$ cat src/rtl/pc_fetch_unit_if.sv
// Fetch-stage bus: redirect input, instruction-memory request/response,
// and the decode-side output buffer head.
interface pc_fetch_unit_if;
    logic        redirect;
    logic [31:0] redirect_pc;
    logic        imem_req;
    logic [31:0] imem_addr;
    logic        imem_gnt;
    logic        imem_rvalid;
    logic [31:0] imem_rdata;
    logic        if_valid;
    logic        if_ready;
    logic [31:0] if_inst;
    logic [31:0] if_pc;
    logic        if_adef;

    modport master (
        input  redirect, redirect_pc, imem_gnt, imem_rvalid, imem_rdata, if_ready,
        output imem_req, imem_addr, if_valid, if_inst, if_pc, if_adef
    );

    modport slave (
        output redirect, redirect_pc, imem_gnt, imem_rvalid, imem_rdata, if_ready,
        input  imem_req, imem_addr, if_valid, if_inst, if_pc, if_adef
    );
endinterface

$ cat src/rtl/pc_fetch_unit.sv
// Instruction fetch: up to two imem requests in flight, 2-entry in-order output buffer,
// flush on redirect. Define PC_FETCH_ALIGN_CHECK_EN to fault on misaligned redirect targets.
module pc_fetch_unit #(
    parameter logic [31:0] RESET_PC = 32'h0000_0000
) (
    input  logic            clk,
    input  logic            rst_n,
    pc_fetch_unit_if.master bus
);
    typedef struct packed {
        logic [31:0] inst;
        logic [31:0] pc;
        logic        adef;
    } fetch_ent_t;

    logic [31:0] pc_q, pc_d;
    logic [1:0]  inflight_q, inflight_d;
    logic [1:0]  discard_q, discard_d;
    logic [1:0]  cnt_q, cnt_d;
    logic [31:0] tag_q [2];
    logic [31:0] tag_d [2];
    fetch_ent_t  buf_q [2];
    fetch_ent_t  buf_d [2];

    logic [1:0]  live;
    logic [2:0]  credit;
    logic        pop, req, gnt_fire, resp, keep;
    logic        tag_widx, buf_widx;
    logic        halt, adef_push, redir_bad;
    logic [31:0] adef_pc;

`ifdef PC_FETCH_ALIGN_CHECK_EN
    logic        halt_q, halt_d;
    logic        pend_q, pend_d;
    logic [31:0] adef_pc_q, adef_pc_d;

    assign redir_bad = bus.redirect && (bus.redirect_pc[1:0] != 2'b00);
    assign halt      = halt_q;
    assign adef_pc   = adef_pc_q;
    // Fault entry is injected only once every stale response has been dropped.
    assign adef_push = pend_q && (discard_q == 2'd0) && !bus.redirect;

    always_comb begin
        halt_d    = halt_q;
        pend_d    = pend_q;
        adef_pc_d = adef_pc_q;
        if (bus.redirect) begin
            halt_d    = redir_bad;
            pend_d    = redir_bad;
            adef_pc_d = bus.redirect_pc;
        end else if (adef_push) begin
            pend_d = 1'b0;
        end
    end

    always_ff @(posedge clk or negedge rst_n) begin
        if (!rst_n) begin
            halt_q    <= 1'b0;
            pend_q    <= 1'b0;
            adef_pc_q <= '0;
        end else begin
            halt_q    <= halt_d;
            pend_q    <= pend_d;
            adef_pc_q <= adef_pc_d;
        end
    end
`else
    assign redir_bad = 1'b0;
    assign halt      = 1'b0;
    assign adef_push = 1'b0;
    assign adef_pc   = '0;
`endif

    assign live     = inflight_q - discard_q;
    assign pop      = (cnt_q != 2'd0) && bus.if_ready;
    // Credit counts every slot a granted request may still need in the buffer.
    assign credit   = {1'b0, live} + {1'b0, cnt_q} - {2'b00, pop};
    assign req      = !bus.redirect && !halt && (inflight_q < 2'd2) && (credit < 3'd2);
    assign gnt_fire = req && bus.imem_gnt;
    assign resp     = bus.imem_rvalid && (inflight_q != 2'd0);
    assign keep     = resp && (discard_q == 2'd0);
    assign tag_widx = (inflight_q != 2'd0) && !resp;
    assign buf_widx = (cnt_q == 2'd2) || ((cnt_q == 2'd1) && !pop);

    always_comb begin
        pc_d       = pc_q;
        discard_d  = discard_q;
        tag_d      = tag_q;
        buf_d      = buf_q;
        inflight_d = inflight_q + {1'b0, gnt_fire} - {1'b0, resp};
        cnt_d      = cnt_q - {1'b0, pop} + {1'b0, keep || adef_push};

        if (resp)
            tag_d[0] = tag_q[1];
        if (gnt_fire) begin
            tag_d[tag_widx] = pc_q;
            pc_d            = pc_q + 32'd4;
        end
        if (resp && (discard_q != 2'd0))
            discard_d = discard_q - 2'd1;

        if (pop)
            buf_d[0] = buf_q[1];
        if (keep)
            buf_d[buf_widx] = '{inst: bus.imem_rdata, pc: tag_q[0], adef: 1'b0};
        else if (adef_push)
            buf_d[buf_widx] = '{inst: 32'h0, pc: adef_pc, adef: 1'b1};

        // Redirect wins: everything younger is flushed, in-flight responses become stale.
        if (bus.redirect) begin
            pc_d      = redir_bad ? pc_q : (bus.redirect_pc & 32'hFFFF_FFFC);
            cnt_d     = 2'd0;
            discard_d = inflight_q - {1'b0, resp};
        end
    end

    always_ff @(posedge clk or negedge rst_n) begin
        if (!rst_n) begin
            pc_q       <= RESET_PC;
            inflight_q <= 2'd0;
            discard_q  <= 2'd0;
            cnt_q      <= 2'd0;
            tag_q[0]   <= '0;
            tag_q[1]   <= '0;
            buf_q[0]   <= '0;
            buf_q[1]   <= '0;
        end else begin
            pc_q       <= pc_d;
            inflight_q <= inflight_d;
            discard_q  <= discard_d;
            cnt_q      <= cnt_d;
            tag_q      <= tag_d;
            buf_q      <= buf_d;
        end
    end

    assign bus.imem_req  = req;
    assign bus.imem_addr = pc_q;
    assign bus.if_valid  = (cnt_q != 2'd0);
    assign bus.if_inst   = buf_q[0].inst;
    assign bus.if_pc     = buf_q[0].pc;
    assign bus.if_adef   = buf_q[0].adef;
endmodule

$ cat src/flat_wrapper.sv
// flat-port wrapper written by rule: the top's interface ports become plain ports
module pc_fetch_unit_flat 
#(
    parameter logic [31:0] RESET_PC = 32'h0000_0000
)
  (clk, rst_n, bus_redirect, bus_redirect_pc, bus_imem_gnt, bus_imem_rvalid, bus_imem_rdata, bus_if_ready, bus_imem_req, bus_imem_addr, bus_if_valid, bus_if_inst, bus_if_pc, bus_if_adef);
  pc_fetch_unit_if bus_i ();
  input  logic clk;
  input  logic rst_n;
  input wire logic [$bits(bus_i.redirect)-1:0] bus_redirect;
  input wire logic [$bits(bus_i.redirect_pc)-1:0] bus_redirect_pc;
  input wire logic [$bits(bus_i.imem_gnt)-1:0] bus_imem_gnt;
  input wire logic [$bits(bus_i.imem_rvalid)-1:0] bus_imem_rvalid;
  input wire logic [$bits(bus_i.imem_rdata)-1:0] bus_imem_rdata;
  input wire logic [$bits(bus_i.if_ready)-1:0] bus_if_ready;
  output wire logic [$bits(bus_i.imem_req)-1:0] bus_imem_req;
  output wire logic [$bits(bus_i.imem_addr)-1:0] bus_imem_addr;
  output wire logic [$bits(bus_i.if_valid)-1:0] bus_if_valid;
  output wire logic [$bits(bus_i.if_inst)-1:0] bus_if_inst;
  output wire logic [$bits(bus_i.if_pc)-1:0] bus_if_pc;
  output wire logic [$bits(bus_i.if_adef)-1:0] bus_if_adef;
  assign bus_i.redirect = bus_redirect;
  assign bus_i.redirect_pc = bus_redirect_pc;
  assign bus_i.imem_gnt = bus_imem_gnt;
  assign bus_i.imem_rvalid = bus_imem_rvalid;
  assign bus_i.imem_rdata = bus_imem_rdata;
  assign bus_i.if_ready = bus_if_ready;
  assign bus_imem_req = bus_i.imem_req;
  assign bus_imem_addr = bus_i.imem_addr;
  assign bus_if_valid = bus_i.if_valid;
  assign bus_if_inst = bus_i.if_inst;
  assign bus_if_pc = bus_i.if_pc;
  assign bus_if_adef = bus_i.if_adef;
  pc_fetch_unit #(.RESET_PC(RESET_PC)) u_core (.clk(clk), .rst_n(rst_n), .bus(bus_i));
endmodule
$ cat config.mk
export PLATFORM = sky130hd
export DESIGN_NAME = pc_fetch_unit_flat
export DESIGN_NICKNAME = d
export VERILOG_FILES = /design/src/rtl/pc_fetch_unit_if.sv /design/src/rtl/pc_fetch_unit.sv /design/src/flat_wrapper.sv
export SDC_FILE = /design/constraint.sdc
export NUM_CORES = 1
export LEC_CHECK = 0
export ABC_AREA = 1
export CAP_MARGIN = 10
export CORE_MARGIN = 3
export CORE_UTILIZATION = 26
export CTS_CLUSTER_SIZE = 30
export DETAILED_ROUTE_END_ITERATION = 7
export GPL_TIMING_DRIVEN = 0
export SLEW_MARGIN = 40
export SYNTH_ARGS = -nofsm -noshare
export SYNTH_HDL_FRONTEND = slang
export SYNTH_SLANG_ARGS = --single-unit
$ cat constraint.sdc
create_clock -name clk -period 3.62 [get_ports clk]
set_clock_uncertainty 0.2 [all_clocks]
set_input_delay 0.724 -clock clk [delete_from_list [all_inputs] [get_ports clk]]
set_output_delay 0.724 -clock clk [all_outputs]
set_load 0.05 [all_outputs]
### Word level (Yosys, flattened, before mapping)

Cells that the tools add are included.

* add/subtract/negate cells: 10
* multipliers: 0
* div/mod/pow operators: 0
* order comparisons: 6
* equal/unequal tests: 2
* shift-type cells: 0
* mux-type cells: 15
* bitwise operators: 2
* reductions and logical operators: 21

Operator list (number)
* $bwmux 130: 1
* $mux 130: 1
* $mux 65: 2
* $mux 32: 4
* $demux 65 s1: 1
* $bwmux 64: 1
* $mux 64: 1
* $add 32x3->32 const B: 1
* $demux 32 s1: 1
* $logic_and 1x1->1: 11
* $reduce_bool 2->1: 5
* $mux 2: 3
* $sub 2x1->2: 3
* $add 2x1->2: 2
* $ge 2x2->1 const B: 2
* $lt 2x1->1 const B: 2
* $not 1->2: 2
* $add 2x2->3: 1
* $logic_not 1->1: 3
* $lt 3x2->1 const B: 1
* $sub 3x1->3: 1
* $eq 2x1->1 const B: 1
* $eq 2x2->1 const B: 1
* $logic_not 2->1: 1
* other kinds (4): 4

* register bits: 232
* latch bits: 0
* bits in writable memories: 0
* memory bits (read-only): 0
* input bits: 70
* output and inout port bits: 99
* memories kept: 0

### Depth between registers and ports, before layout

* word-level depth: 12
* gate-level depth with buffers: 17

### Worst setup path before layout

Ideal clock, no wire load.

* path kind: reg-to-output
* from: register u_core.cnt_q[0]
* to: output bus_imem_req
* arrival time: 2.371 ns
* setup slack: 0.325 ns
* cell stages (with the launch flop): 14
* cells stage by stage: dfrtp_1 > inv_1 > nand2_1 > nand2_1 > inv_1 > buf_2 > nand2_1 > nand2_1 > nand2_1 > fa_1 > nand2_1 > nor2_2 > nand2_1 > inv_1

* cells in the longest elaborated chain, start to end: 5
* elaborated cells between the ends (all ways): 6
* those cells by class: add/sub (2); order compare (1); reduce/logical (3)

RTL lines
* from (decl): RTL line pc_fetch_unit.sv:19 `logic [1:0] cnt_q, cnt_d;`
* from (signal assigned): RTL line pc_fetch_unit.sv:131 `cnt_q <= cnt_d;`
* $reduce_bool 2->1
* via bus_if_valid: RTL line flat_wrapper.sv:18 `output wire logic [$bits(bus_i.if_valid)-1:0] bus_if_valid;`
* $logic_and 1x1->1: RTL line pc_fetch_unit.sv:75 `assign pop = (cnt_q != 2'd0) && bus.if_ready;`
* $sub 3x1->3: RTL line pc_fetch_unit.sv:77 `assign credit = {1'b0, live} + {1'b0, cnt_q} - {2'b00, pop};`
* $lt 3x2->1: RTL line pc_fetch_unit.sv:78 `assign req = !bus.redirect && !halt && (inflight_q < 2'd2) && (credit < 3'd2);`
* $logic_and 1x1->1: RTL line pc_fetch_unit.sv:78
* to (decl): RTL line flat_wrapper.sv:16 `output wire logic [$bits(bus_i.imem_req)-1:0] bus_imem_req;`

The timed path passes the listed nets, and every way through them passes these cells.

### Final worst setup path

* from: register u_core.discard_q[0]
* to: output bus_imem_req

* cells in the longest elaborated chain, start to end: 5

RTL lines
* from (decl): RTL line pc_fetch_unit.sv:18 `logic [1:0] discard_q, discard_d;`
* from (signal assigned): RTL line pc_fetch_unit.sv:130 `discard_q <= discard_d;`
* $sub 2x2->2: RTL line pc_fetch_unit.sv:74 `assign live = inflight_q - discard_q;`
* $add 2x2->3: RTL line pc_fetch_unit.sv:77
* $sub 3x1->3: RTL line pc_fetch_unit.sv:77
* $lt 3x2->1: RTL line pc_fetch_unit.sv:78
* $logic_and 1x1->1: RTL line pc_fetch_unit.sv:78

No other way between the ends.

==> flow_metrics.env <==
export IMPL_setup_viol=0
export IMPL_placementRows=75
export IMPL_synth_area_mm2=0.0111
export IMPL_cts_max_level=1
export IMPL_cts_root_buffer="clkbuf_16"
export IMPL_p_comb_share_pct=48.8
export IMPL_hold_viol_final=0
export IMPL_layout_cells_non_filler=2166
export IMPL_clock_sinks=228
export IMPL_fin_crit_sh_pct=99.8
export IMPL_cap_violations=0
export IMPL_syn_inst=1405
export IMPL_required_ns=2.70
export IMPL_io_pins=169
export IMPL_place_gp_congestion=0.846
export IMPL_avgSynthCellArea_um2=7.91
export IMPL_grt_max_degree=70
export IMPL_via_per_inst=4.48
export IMPL_critPathKind="reg -> out"
export IMPL_period_minus_slack_ns=3.61
export IMPL_synthMuxAreaShare_pct=0
export IMPL_power_leakage_nw=6.86
export IMPL_critPathMaxFanout=2
export IMPL_tightest_slew_ns=0.648
export IMPL_crit_buf_inv=2
export IMPL_num_vias=9696
export IMPL_yosys_area_share_simple_pct=25.5
export IMPL_ys_seq_area_share_pct=51.4
export IMPL_switching_share_pct=43.7
export IMPL_fp_dieH_um=213
export IMPL_arrival_ns=2.69
export IMPL_overflow=0
export IMPL_drt_pass1_iterations=5
export IMPL_synthDistinctLibCells=31
export IMPL_p_clk_share_pct=19.4
export IMPL_ys_ff_latch=228
export IMPL_placed_cells_incl_taps=2111
export IMPL_antenna_found_initial=0
export IMPL_antenna_cells=0
export IMPL_initial_core_util_pct=26.4
export IMPL_cts_made_buffers=26
export IMPL_layout_nets=1685
export IMPL_drive_gt1_share_pct=12.2
export IMPL_worst_path_max_delay_cell="dfrtp_1"
export IMPL_max_slew_margin_pct=56.8
export IMPL_ir_drop_v=0.000432
export IMPL_rsz0062_at_grt="yes"
export IMPL_drv_slew=0
export IMPL_crit_path_end_kind="output pin"
export IMPL_switching_power_mw=5.84
export IMPL_synth_top_family_by_area="simple AND/OR/NAND/NOR gates"
export IMPL_fill_cells=4394
export IMPL_synth_compound_gate_area_share_pct=10.1
export IMPL_clockBufferDepth=3
export IMPL_pwr_density_cell_mw_per_mm2=925
export IMPL_insertion_delay_ns=0.55
export IMPL_status="completed"
export IMPL_fmax_ghz=0.277
export IMPL_cp_slowest_stage_delay_ns=0.42
export IMPL_final_util_pct=34.4
export IMPL_drc=0
export IMPL_grt_pass1_wl_um=52200
export IMPL_synth_flop_cell="dfrtp_1"
export IMPL_drtIter0Drc=698
export IMPL_antenna_left=0
export IMPL_p_seq_share_pct=31.8
export IMPL_post_dp_cell_area_mm2=0.0135
export IMPL_startpoint_type="register"
export IMPL_synthAdderAreaFrac_pct=0.856
export IMPL_yosys_warnings=0
export IMPL_syn_to_final_growth_pct=30.2
export IMPL_p_int_mw=7.53
export IMPL_hold_class="reg -> reg"
export IMPL_cts_tree="built"
export IMPL_hpwl_um=24200
export IMPL_coreArea_mm2=0.0420
export IMPL_crit_family="adder cells"
export IMPL_cp_cell_sequence="ha_4 -> xnor2_2 -> xor2_1 -> ha_1 -> fa_1 -> xor2_2 -> nand2_1 -> inv_2 -> buf_8"
export IMPL_wl_per_cell_um=15.1
export IMPL_die_x_um=213
export IMPL_synth_edf_count=0
export IMPL_grt_pass1_vias=9582
export IMPL_setup_tns_ns=0
export IMPL_whs_ns=0.268
export IMPL_path_clk_slew_ns=0.06
export IMPL_synth_xor_area_share_pct=0.788
export IMPL_grtUsageTotal_pct=14.4
export IMPL_routed_wirelength_um=32800
export IMPL_die_area_mm2=0.0452
export IMPL_io_buffers=163
export IMPL_ys_async_sr_fraction_pct=100
export IMPL_design_area_mm2=0.0145
worst min-delay path, cell delays in order (launching register included):
cell     delay (ns)
dfrtp_1        0.34
nand2_1        0.05
nand2_1        0.05
worst paths after layout:
| check | from | endpoint | slack [ns] | depth (start not counted) |
|---|---|---|---|---|
| worst max-delay path | u_core.discard_q[0]$_DFFE_PN0P_ | bus_imem_req | 0.006 | 9 |
| worst min-delay path | u_core.buf_q[60]$_DFFE_PN0P_ | u_core.buf_q[60]$_DFFE_PN0P_ | 0.27 | 2 |
| worst max register to register | u_core.discard_q[0]$_DFFE_PN0P_ | u_core.tag_q[54]$_DFF_PN0_ | 0.16 | 15 |
| worst min register to register | u_core.buf_q[60]$_DFFE_PN0P_ | u_core.buf_q[60]$_DFFE_PN0P_ | 0.27 | 2 |
| max in group asynchronous | rst_n | u_core.bus.if_pc[23]$_DFF_PN0_ | 1.71 | 4 |
| min in group asynchronous | rst_n | u_core.buf_q[56]$_DFFE_PN0P_ | 0.51 | 2 |
layout make-up:
cell class	count	area, um2	area share, %
Inverter	105	394	2.72
Multi-Input combinational cell	938	4190	29.0
Clock buffer	42	792	5.48
Buffer	135	873	6.04
Sequential cell	228	5710	39.4
Timing Repair Buffer	174	1790	12.3
Tap cell	539	674	4.66
Clock inverter	5	50.0	0.346
routing by layer:
layer | wire, um | up-vias | global-route usage, %
li1 | - | 4790 | -
met2 | 14600 | 306 | 22.7
met5 | 0 | - | 0
met1 | 15600 | 4569 | 20.7
met4 | 535 | 0 | 3.03
met3 | 2040 | 31 | 2.64
flip-flops by register name (all words and copies together), names as in the netlist:
register,flops
u_core.inflight_q,2
u_core.discard_q,2
u_core.bus.if_pc,32
u_core.tag_q,62
u_core.bus.if_adef,1
u_core.bus.imem_addr,30
u_core.buf_q,65
u_core.bus.if_inst,32
u_core.cnt_q,2
cells in the mapped netlist (2+ instances only):
cell type	n	share of area (%)
buf_6	5	0.51
nor3_1	2	0.090
nor2_2	3	0.17
and2_1	2	0.11
a31oi_1	64	3.6
nand3_1	68	3.1
inv_1	99	3.3
nor2_1	137	4.6
buf_2	45	2.0
nand2_1	494	17
o21ai_2	5	0.39
buf_4	71	4.8
nor2_4	2	0.20
clkbuf_1	14	0.47
o21ai_0	86	3.9
ha_1	6	0.68
dfrtp_1	228	51
inv_2	5	0.17
o21ai_1	16	0.72
nand2_2	2	0.11
a21oi_1	33	1.5
xor2_1	9	0.71
repair_timing:
item / in CTS / in global routing
pin swaps: 7 / 6
cloned: 0 / 0
endpoints found under the setup margin: 84 / 92
gates resized for setup: 19 / 3
setup buffers: 5 / 2
hold buffers: 1 / 0
endpoints found under the hold margin: 55 / 0
per-stage QoR:
stage,setup slack [ns],power (mW)
6_report,0.00595,13.4
5_1_grt,-0.100,14.2
4_1_cts,-0.0495,13.4
3_5_place_dp,-1.16,10.7
3_3_place_gp,-8.06,10.6
2_1_floorplan,0.325,8.59
placed cells by master (no fill, tap or decap), types with 16 or more instances in the layout:
cell	instances
clkdlybuf4s50_1	160
clkbuf_1	23
buf_2	44
nand3_1	68
nor2_1	137
nand2_1	492
a31oi_1	64
buf_4	78
a21oi_1	33
o21ai_0	86
inv_1	96
clkbuf_16	27
dfrtp_1	228
o21ai_1	16
power groups by stage:
| stage | clock network, mW | logic, mW | registers, mW |
|---|---|---|---|
| after floorplan | 0 | 4.11 | 4.48 |
| final | 2.60 | 6.53 | 4.25 |
| after detailed placement | 0 | 6.41 | 4.27 |
| after global placement | 0 | 6.31 | 4.26 |
| after CTS | 2.68 | 6.53 | 4.25 |
| after global routing | 2.77 | 7.09 | 4.38 |
logic make-up (layout without fill, tap and decap cells):
| logic type | Yosys count | after routing |
|---|---|---|
| buf+inv | 240 | 461 |
| simple gates | 714 | 714 |
| fa+ha+maj | 7 | 7 |
| compound gates | 205 | 205 |
| flops | 228 | 228 |
| other cells | 1 | 2 |
| xor+xnor | 10 | 10 |
(Power assumes the default switching activity.)
